==> config.mk <==
export PLATFORM = sky130hd
export DESIGN_NAME = spi_frame_initiator
export DESIGN_NICKNAME = d
export VERILOG_FILES = /design/src/rtl/spi_init_pkg.sv /design/src/rtl/sclk_div_tick.sv /design/src/rtl/spi_frame_initiator.sv
export SDC_FILE = /design/constraint.sdc
export NUM_CORES = 1
export LEC_CHECK = 0
export CAP_MARGIN = 20
export CORE_ASPECT_RATIO = 0.9
export CORE_MARGIN = 2
export CORE_UTILIZATION = 55
export DETAILED_ROUTE_END_ITERATION = 10
export PLACE_DENSITY = 0.84
export SYNTH_ARGS = -nofsm -noshare
export SYNTH_HDL_FRONTEND = slang
export SYNTH_SLANG_ARGS = --single-unit
==> constraint.sdc <==
create_clock -name clk -period 6.78 [get_ports clk]
set_input_delay 2.034 -clock clk [delete_from_list [all_inputs] [get_ports clk]]
set_output_delay 2.034 -clock clk [all_outputs]
set_load 0.02 [all_outputs]
==> src/rtl/spi_init_pkg.sv <==
// Shared types and defaults for the SPI frame initiator.
package spi_init_pkg;

  // Frame sequencer states
  typedef enum logic [2:0] {
    ST_IDLE  = 3'd0,
    ST_SETUP = 3'd1,
    ST_SHIFT = 3'd2,
    ST_HOLD  = 3'd3,
    ST_GAP   = 3'd4
  } state_t;

  localparam int unsigned DIV_DEF = 16;
  localparam int unsigned W_DEF   = 16;
  localparam int unsigned GAP_DEF = 2;
  localparam int unsigned LAT_W   = 8;
  localparam logic [LAT_W-1:0] LAT_SAT = 8'd255;

endpackage

==> src/rtl/sclk_div_tick.sv <==
// DIV-cycle tick generator; restart holds the phase at zero.
module sclk_div_tick
  import spi_init_pkg::*;
#(
  parameter int unsigned DIV = DIV_DEF
) (
  input  logic i_clk,
  input  logic i_rst,
  input  logic i_restart,
  output logic o_tick_c
);

  localparam int unsigned CW = $clog2(DIV + 1);

  logic [CW-1:0] r_cnt;

  assign o_tick_c = (r_cnt == CW'(DIV - 1));

  // Count 0..DIV-1, wrapping on the tick
  always_ff @(posedge i_clk) begin
    if (i_rst || i_restart || o_tick_c) r_cnt <= '0;
    else                                r_cnt <= r_cnt + CW'(1);
  end

endmodule

==> src/rtl/spi_frame_initiator.sv <==
// SPI frame initiator: one cs-framed transfer of W bits, MSB first, sclk idle low.
// Optional cs-to-cs_ret latency measurement enabled by defining LAT_MEAS_EN.
module spi_frame_initiator
  import spi_init_pkg::*;
#(
  parameter int unsigned DIV = DIV_DEF,
  parameter int unsigned W   = W_DEF,
  parameter int unsigned GAP = GAP_DEF
) (
  input  logic             clk,
  input  logic             rst,
  input  logic             start,
  input  logic [W-1:0]     tx_data,
  input  logic             miso,
  input  logic             cs_ret,
  output logic             cs,
  output logic             sclk,
  output logic             sdo,
  output logic             busy,
  output logic             done,
  output logic [W-1:0]     rx_data,
  output logic [LAT_W-1:0] lat,
  output logic             lat_valid
);

  localparam int unsigned BW = $clog2(W + 1);
  localparam int unsigned GW = $clog2(GAP + 2);

  state_t        r_state, w_state_nxt;
  logic [BW-1:0] r_bit, w_bit_nxt;
  logic          r_phase, w_phase_nxt;   // 0: sclk high half, 1: sclk low half
  logic [W-2:0]  r_tx, w_tx_nxt;         // bits still to be sent after the current one
  logic [W-1:0]  r_rx, w_rx_nxt;
  logic [GW-1:0] r_gap, w_gap_nxt;
  logic          r_cs, w_cs_nxt;
  logic          r_sclk, w_sclk_nxt;
  logic          r_sdo, w_sdo_nxt;
  logic          r_busy, w_busy_nxt;
  logic          r_done, w_done_nxt;
  logic [W-1:0]  r_rx_data, w_rx_data_nxt;
  logic          w_tick, w_restart, w_accept;

  sclk_div_tick #(.DIV(DIV)) u_tick (
    .i_clk    (clk),
    .i_rst    (rst),
    .i_restart(w_restart),
    .o_tick_c (w_tick)
  );

  // Next-state and next-output decode
  always_comb begin
    w_state_nxt   = r_state;
    w_bit_nxt     = r_bit;
    w_phase_nxt   = r_phase;
    w_tx_nxt      = r_tx;
    w_rx_nxt      = r_rx;
    w_gap_nxt     = r_gap;
    w_cs_nxt      = r_cs;
    w_sclk_nxt    = r_sclk;
    w_sdo_nxt     = r_sdo;
    w_done_nxt    = 1'b0;
    w_rx_data_nxt = r_rx_data;
    w_restart     = 1'b0;
    w_accept      = 1'b0;
    case (r_state)
      ST_IDLE: begin
        w_restart = 1'b1;
        if (start) begin
          w_accept    = 1'b1;
          w_state_nxt = ST_SETUP;
          w_tx_nxt    = tx_data[W-2:0];
          w_bit_nxt   = '0;
          w_phase_nxt = 1'b0;
          w_cs_nxt    = 1'b1;
          w_sclk_nxt  = 1'b0;
          w_sdo_nxt   = tx_data[W-1];
        end
      end
      ST_SETUP: begin
        if (w_tick) begin
          w_state_nxt = ST_SHIFT;
          w_phase_nxt = 1'b0;
          w_sclk_nxt  = 1'b1;
          w_rx_nxt    = {r_rx[W-2:0], miso};
        end
      end
      ST_SHIFT: begin
        if (w_tick) begin
          if (!r_phase) begin
            w_phase_nxt = 1'b1;
            w_sclk_nxt  = 1'b0;
            if (r_bit != BW'(W - 1)) begin
              w_sdo_nxt = r_tx[W-2];
              w_tx_nxt  = r_tx << 1;
            end
          end else if (r_bit == BW'(W - 1)) begin
            w_state_nxt = ST_HOLD;
            w_sdo_nxt   = 1'b0;
          end else begin
            w_bit_nxt   = r_bit + BW'(1);
            w_phase_nxt = 1'b0;
            w_sclk_nxt  = 1'b1;
            w_rx_nxt    = {r_rx[W-2:0], miso};
          end
        end
      end
      ST_HOLD: begin
        if (w_tick) begin
          w_state_nxt   = ST_GAP;
          w_cs_nxt      = 1'b0;
          w_done_nxt    = 1'b1;
          w_rx_data_nxt = r_rx;
          w_gap_nxt     = '0;
        end
      end
      ST_GAP: begin
        // The done cycle is the first GAP-state cycle, followed by GAP idle cycles
        w_restart = 1'b1;
        if (r_gap == GW'(GAP)) w_state_nxt = ST_IDLE;
        else                   w_gap_nxt   = r_gap + GW'(1);
      end
      default: w_state_nxt = ST_IDLE;
    endcase
    w_busy_nxt = (w_state_nxt != ST_IDLE);
  end

  // State and registered outputs
  always_ff @(posedge clk) begin
    if (rst) begin
      r_state   <= ST_IDLE;
      r_bit     <= '0;
      r_phase   <= 1'b0;
      r_tx      <= '0;
      r_rx      <= '0;
      r_gap     <= '0;
      r_cs      <= 1'b0;
      r_sclk    <= 1'b0;
      r_sdo     <= 1'b0;
      r_busy    <= 1'b0;
      r_done    <= 1'b0;
      r_rx_data <= '0;
    end else begin
      r_state   <= w_state_nxt;
      r_bit     <= w_bit_nxt;
      r_phase   <= w_phase_nxt;
      r_tx      <= w_tx_nxt;
      r_rx      <= w_rx_nxt;
      r_gap     <= w_gap_nxt;
      r_cs      <= w_cs_nxt;
      r_sclk    <= w_sclk_nxt;
      r_sdo     <= w_sdo_nxt;
      r_busy    <= w_busy_nxt;
      r_done    <= w_done_nxt;
      r_rx_data <= w_rx_data_nxt;
    end
  end

  assign cs      = r_cs;
  assign sclk    = r_sclk;
  assign sdo     = r_sdo;
  assign busy    = r_busy;
  assign done    = r_done;
  assign rx_data = r_rx_data;

`ifdef LAT_MEAS_EN
  logic [LAT_W-1:0] r_lat_cnt, r_lat;
  logic             r_lat_seen, r_lat_valid;

  // Count cycles from cs rise until cs_ret is first seen; report at done
  always_ff @(posedge clk) begin
    if (rst) begin
      r_lat_cnt   <= '0;
      r_lat_seen  <= 1'b0;
      r_lat       <= '0;
      r_lat_valid <= 1'b0;
    end else begin
      r_lat_valid <= w_done_nxt;
      if (w_accept) begin
        r_lat_cnt  <= '0;
        r_lat_seen <= 1'b0;
      end else if (r_cs && !r_lat_seen) begin
        if (cs_ret)                  r_lat_seen <= 1'b1;
        else if (r_lat_cnt != LAT_SAT) r_lat_cnt <= r_lat_cnt + LAT_W'(1);
      end
      if (w_done_nxt) r_lat <= (r_lat_seen || cs_ret) ? r_lat_cnt : LAT_SAT;
    end
  end

  assign lat       = r_lat;
  assign lat_valid = r_lat_valid;
`else
  logic [1:0] w_unused_lat;

  assign w_unused_lat = {cs_ret, w_accept};
  assign lat          = '0;
  assign lat_valid    = 1'b0;
`endif

endmodule

==> flow_summary.toml <==
[sta]
worst_pin_slew_ns = 1.048
rsz0062_at_grt = "false"
tns_ns = 0
finalSetupViolations = 0
min_period_ns = 3.513
setup_slack_ns = 3.267
slew_violations = 0
hold_violations = 0
finalClockSkew_ns = 0.007872
min_period_over_period_pct = 51.81
maxSlewHeadroom_pct = 29.95
max_clock_freq_ghz = 0.2847

[placed_design]
dp_hpwl_mm = 3.421
gp_congestion = 0.8277
portBuffers = 40
place_inst = 401
place_area_um2 = 3228
place_ws_ns = 2.937

[synthesis]
synth-compound-area-share_pct = 13.12
synth_top_flop_cell = "dfxtp_1"
ys_seq_elements = 68
ys_async_sr_fraction_pct = 0
ys_warn_count = 0
synth_cell_types = 38
synthMuxAreaShare_pct = 11.27
synth_fa_ha_area_share_pct = 2.201
ys_seq_area_share_pct = 47.89
yosys.area_share.simple_pct = 17.69
synth.avg_cell_area_um2 = 9.025
synth_edf_count = 0
synthCells = 315
synth_xor_xnor_area_share_pct = 1.232
synth_top_family_by_area = "simple AND/OR/NAND/NOR gates"
synth.cell_area_um2 = 2843

[layout]
areaGrowthSynthToFinish_pct = 21.43
drive_gt1_share_pct = 7.649
fin_util_pct = 70.10
final_cells = 418
nets = 374
num_antenna_cells = 0
final_area_um2 = 3452

[floorplan]
core_um2 = 4925
die_area_um2 = 5761
start_util_pct = 57.72
die_x_um = 79.78
rows = 24
ios = 51
dieHeight_um = 72.21

[route]
vias_per_cell = 5.268
drtIter0Drc = 85
wire_per_inst_um = 12.76
dr.pass1.iters = 4
drt_wl_total_mm = 5.332
vias = 2202
drtAntennaViolNets = 0
drc = 0

[power_and_ir_drop]
cellLeakagePower_uw = 0.001323
vdd_drop_max_v = 0.0001976
power_density_nw_per_um2 = 233.9

[critical_path]
max_stage_delay_ns = 0.54
crit_path_cell_trace = "clkdlybuf4s50_1 > mux2i_1 > a2111o_1 > or3_1 > a21oi_1"
path_buf_inv = 1
cp-start-kind = "primary input"
criticalPathCategory = "in2reg"
cp_data_required_time_ns = 7.05
crit_arrival_ns = 3.78
crit_path_top_delay_cell = "a2111o_1"
path_delay_family = "compound AO/OA/AOI/OAI gates"
crit_fanout = 7
end_kind = "flop"

[global_routing]
grt_max_degree = 65
antenna_found_initial = 0
grt_pass1_wl_mm = 8.811
gr-total-overflow = 0
grt_pass1_vias = 2049
grt_usage_pct = 19.54

[clocking]
clk_pin_slew_worst_paths_ns = 0.07
cts_max_path_buffers = 2
postCtsSetupBuffers = 0
post_cts_resized = 0
cts-htree-levels = 3
clock_latency_ns = 0.34
cts_root_buf = "clkbuf_8"
numCtsBuffers = 9
cts_hold_buf = 0
tritoncts = "built"
clock-sinks = 68

[run_status]
outcome = "finished, final reports clean"

[run]
maxCapViolations = 0

[hold_path]
hp-class = "reg2reg"
==> cells in the final DEF, fill, tap and decap left out, types with 4 or more instances in the layout <==
| cell type | count |
|---|---|
| a211oi_1 | 16 |
| a21oi_1 | 21 |
| clkbuf_8 | 11 |
| clkdlybuf4s50_1 | 39 |
| conb_1 | 9 |
| dfxtp_1 | 68 |
| ha_1 | 5 |
| inv_1 | 8 |
| mux2i_1 | 32 |
| nand2_1 | 39 |
| nand3_1 | 4 |
| nor2_1 | 44 |
| nor3_1 | 4 |
| o21ai_0 | 4 |
| or2_2 | 4 |
==> logic make-up after synthesis <==
family	count (synthesis)
and+or+nand+nor	112
DFF	68
AOI/OAI and AO/OA	56
buffers and inverters	37
muxes	32
adders and majority gates	5
xor gates and xnor gates	4
other	1
==> registers in the layout, indices dropped and copies added, names as in the netlist <==
register and cells:
cs 1, done 1, sdo 1, busy 1, r_state 3, rx_data 16
r_bit 5, u_tick.r_cnt 5, r_gap 2, sclk 1, r_phase 1, r_rx 16
r_tx 15
==> layout make-up <==
| type | count | area, µm² |
|---|---|---|
| clock buffers | 13 | 158.9 |
| clock inverters | 3 | 45.04 |
| fillers | 406 | 1473 |
| inverters | 8 | 30.03 |
| multi-input cells | 218 | 1345 |
| flip-flops and latches | 68 | 1361 |
| well taps | 65 | 81.33 |
| repair buffers | 43 | 430.4 |
==> per-stage QoR <==
step / total power [µW] / hold WS (ns)
finish: 807.3 / 0.4513
global route: 840.4 / 0.4751
CTS: 813.6 / 0.4543
detailed placement: 477.1 / 0.4440
global placement: 475.7 / 0.4326
floorplan: 460.9 / 0.4176
==> synthesized netlist by cell type, types with 5 or more instances <==
master / instances / area (µm²)
a211oi_1: 16 / 120.1
a21oi_1: 21 / 105.1
buf_2: 9 / 45.04
buf_4: 9 / 67.56
clkbuf_1: 11 / 41.29
dfxtp_1: 68 / 1361
ha_1: 5 / 62.56
inv_1: 8 / 30.03
mux2i_1: 32 / 320.3
nand2_1: 39 / 146.4
nor2_1: 44 / 165.2
==> per-layer routing <==
metal / wire length [µm] / share of wire (%) / GRT usage, % / vias to the layer above
met3: 236 / 4.4 / 7.960 / 6
met5: 0 / 0 / 0 / -
li1: - / - / - / 1137
met2: 2603 / 49 / 32.87 / 42
met1: 2441 / 46 / 22.30 / 1017
met4: 51 / 0.96 / 7.721 / 0
==> worst paths after layout <==
path,start,to,slack [ns],depth (start not counted)
hold reg to reg,u_tick.r_cnt[0],u_tick.r_cnt[0],0.45,1
hold / removal,u_tick.r_cnt[0],u_tick.r_cnt[0],0.45,1
setup / recovery,start,r_bit[3],3.27,5
setup reg to reg,r_bit[0],r_rx[10],4.37,7
==> report_power, final <==
| part | switching [µW] | internal [µW] |
|---|---|---|
| Sequential | 6.21 | 409 |
| Clock | 147 | 190 |
| Combinational | 29.2 | 25.2 |
| Total | 183 | 625 |
Power figures use the tool's default switching activity.
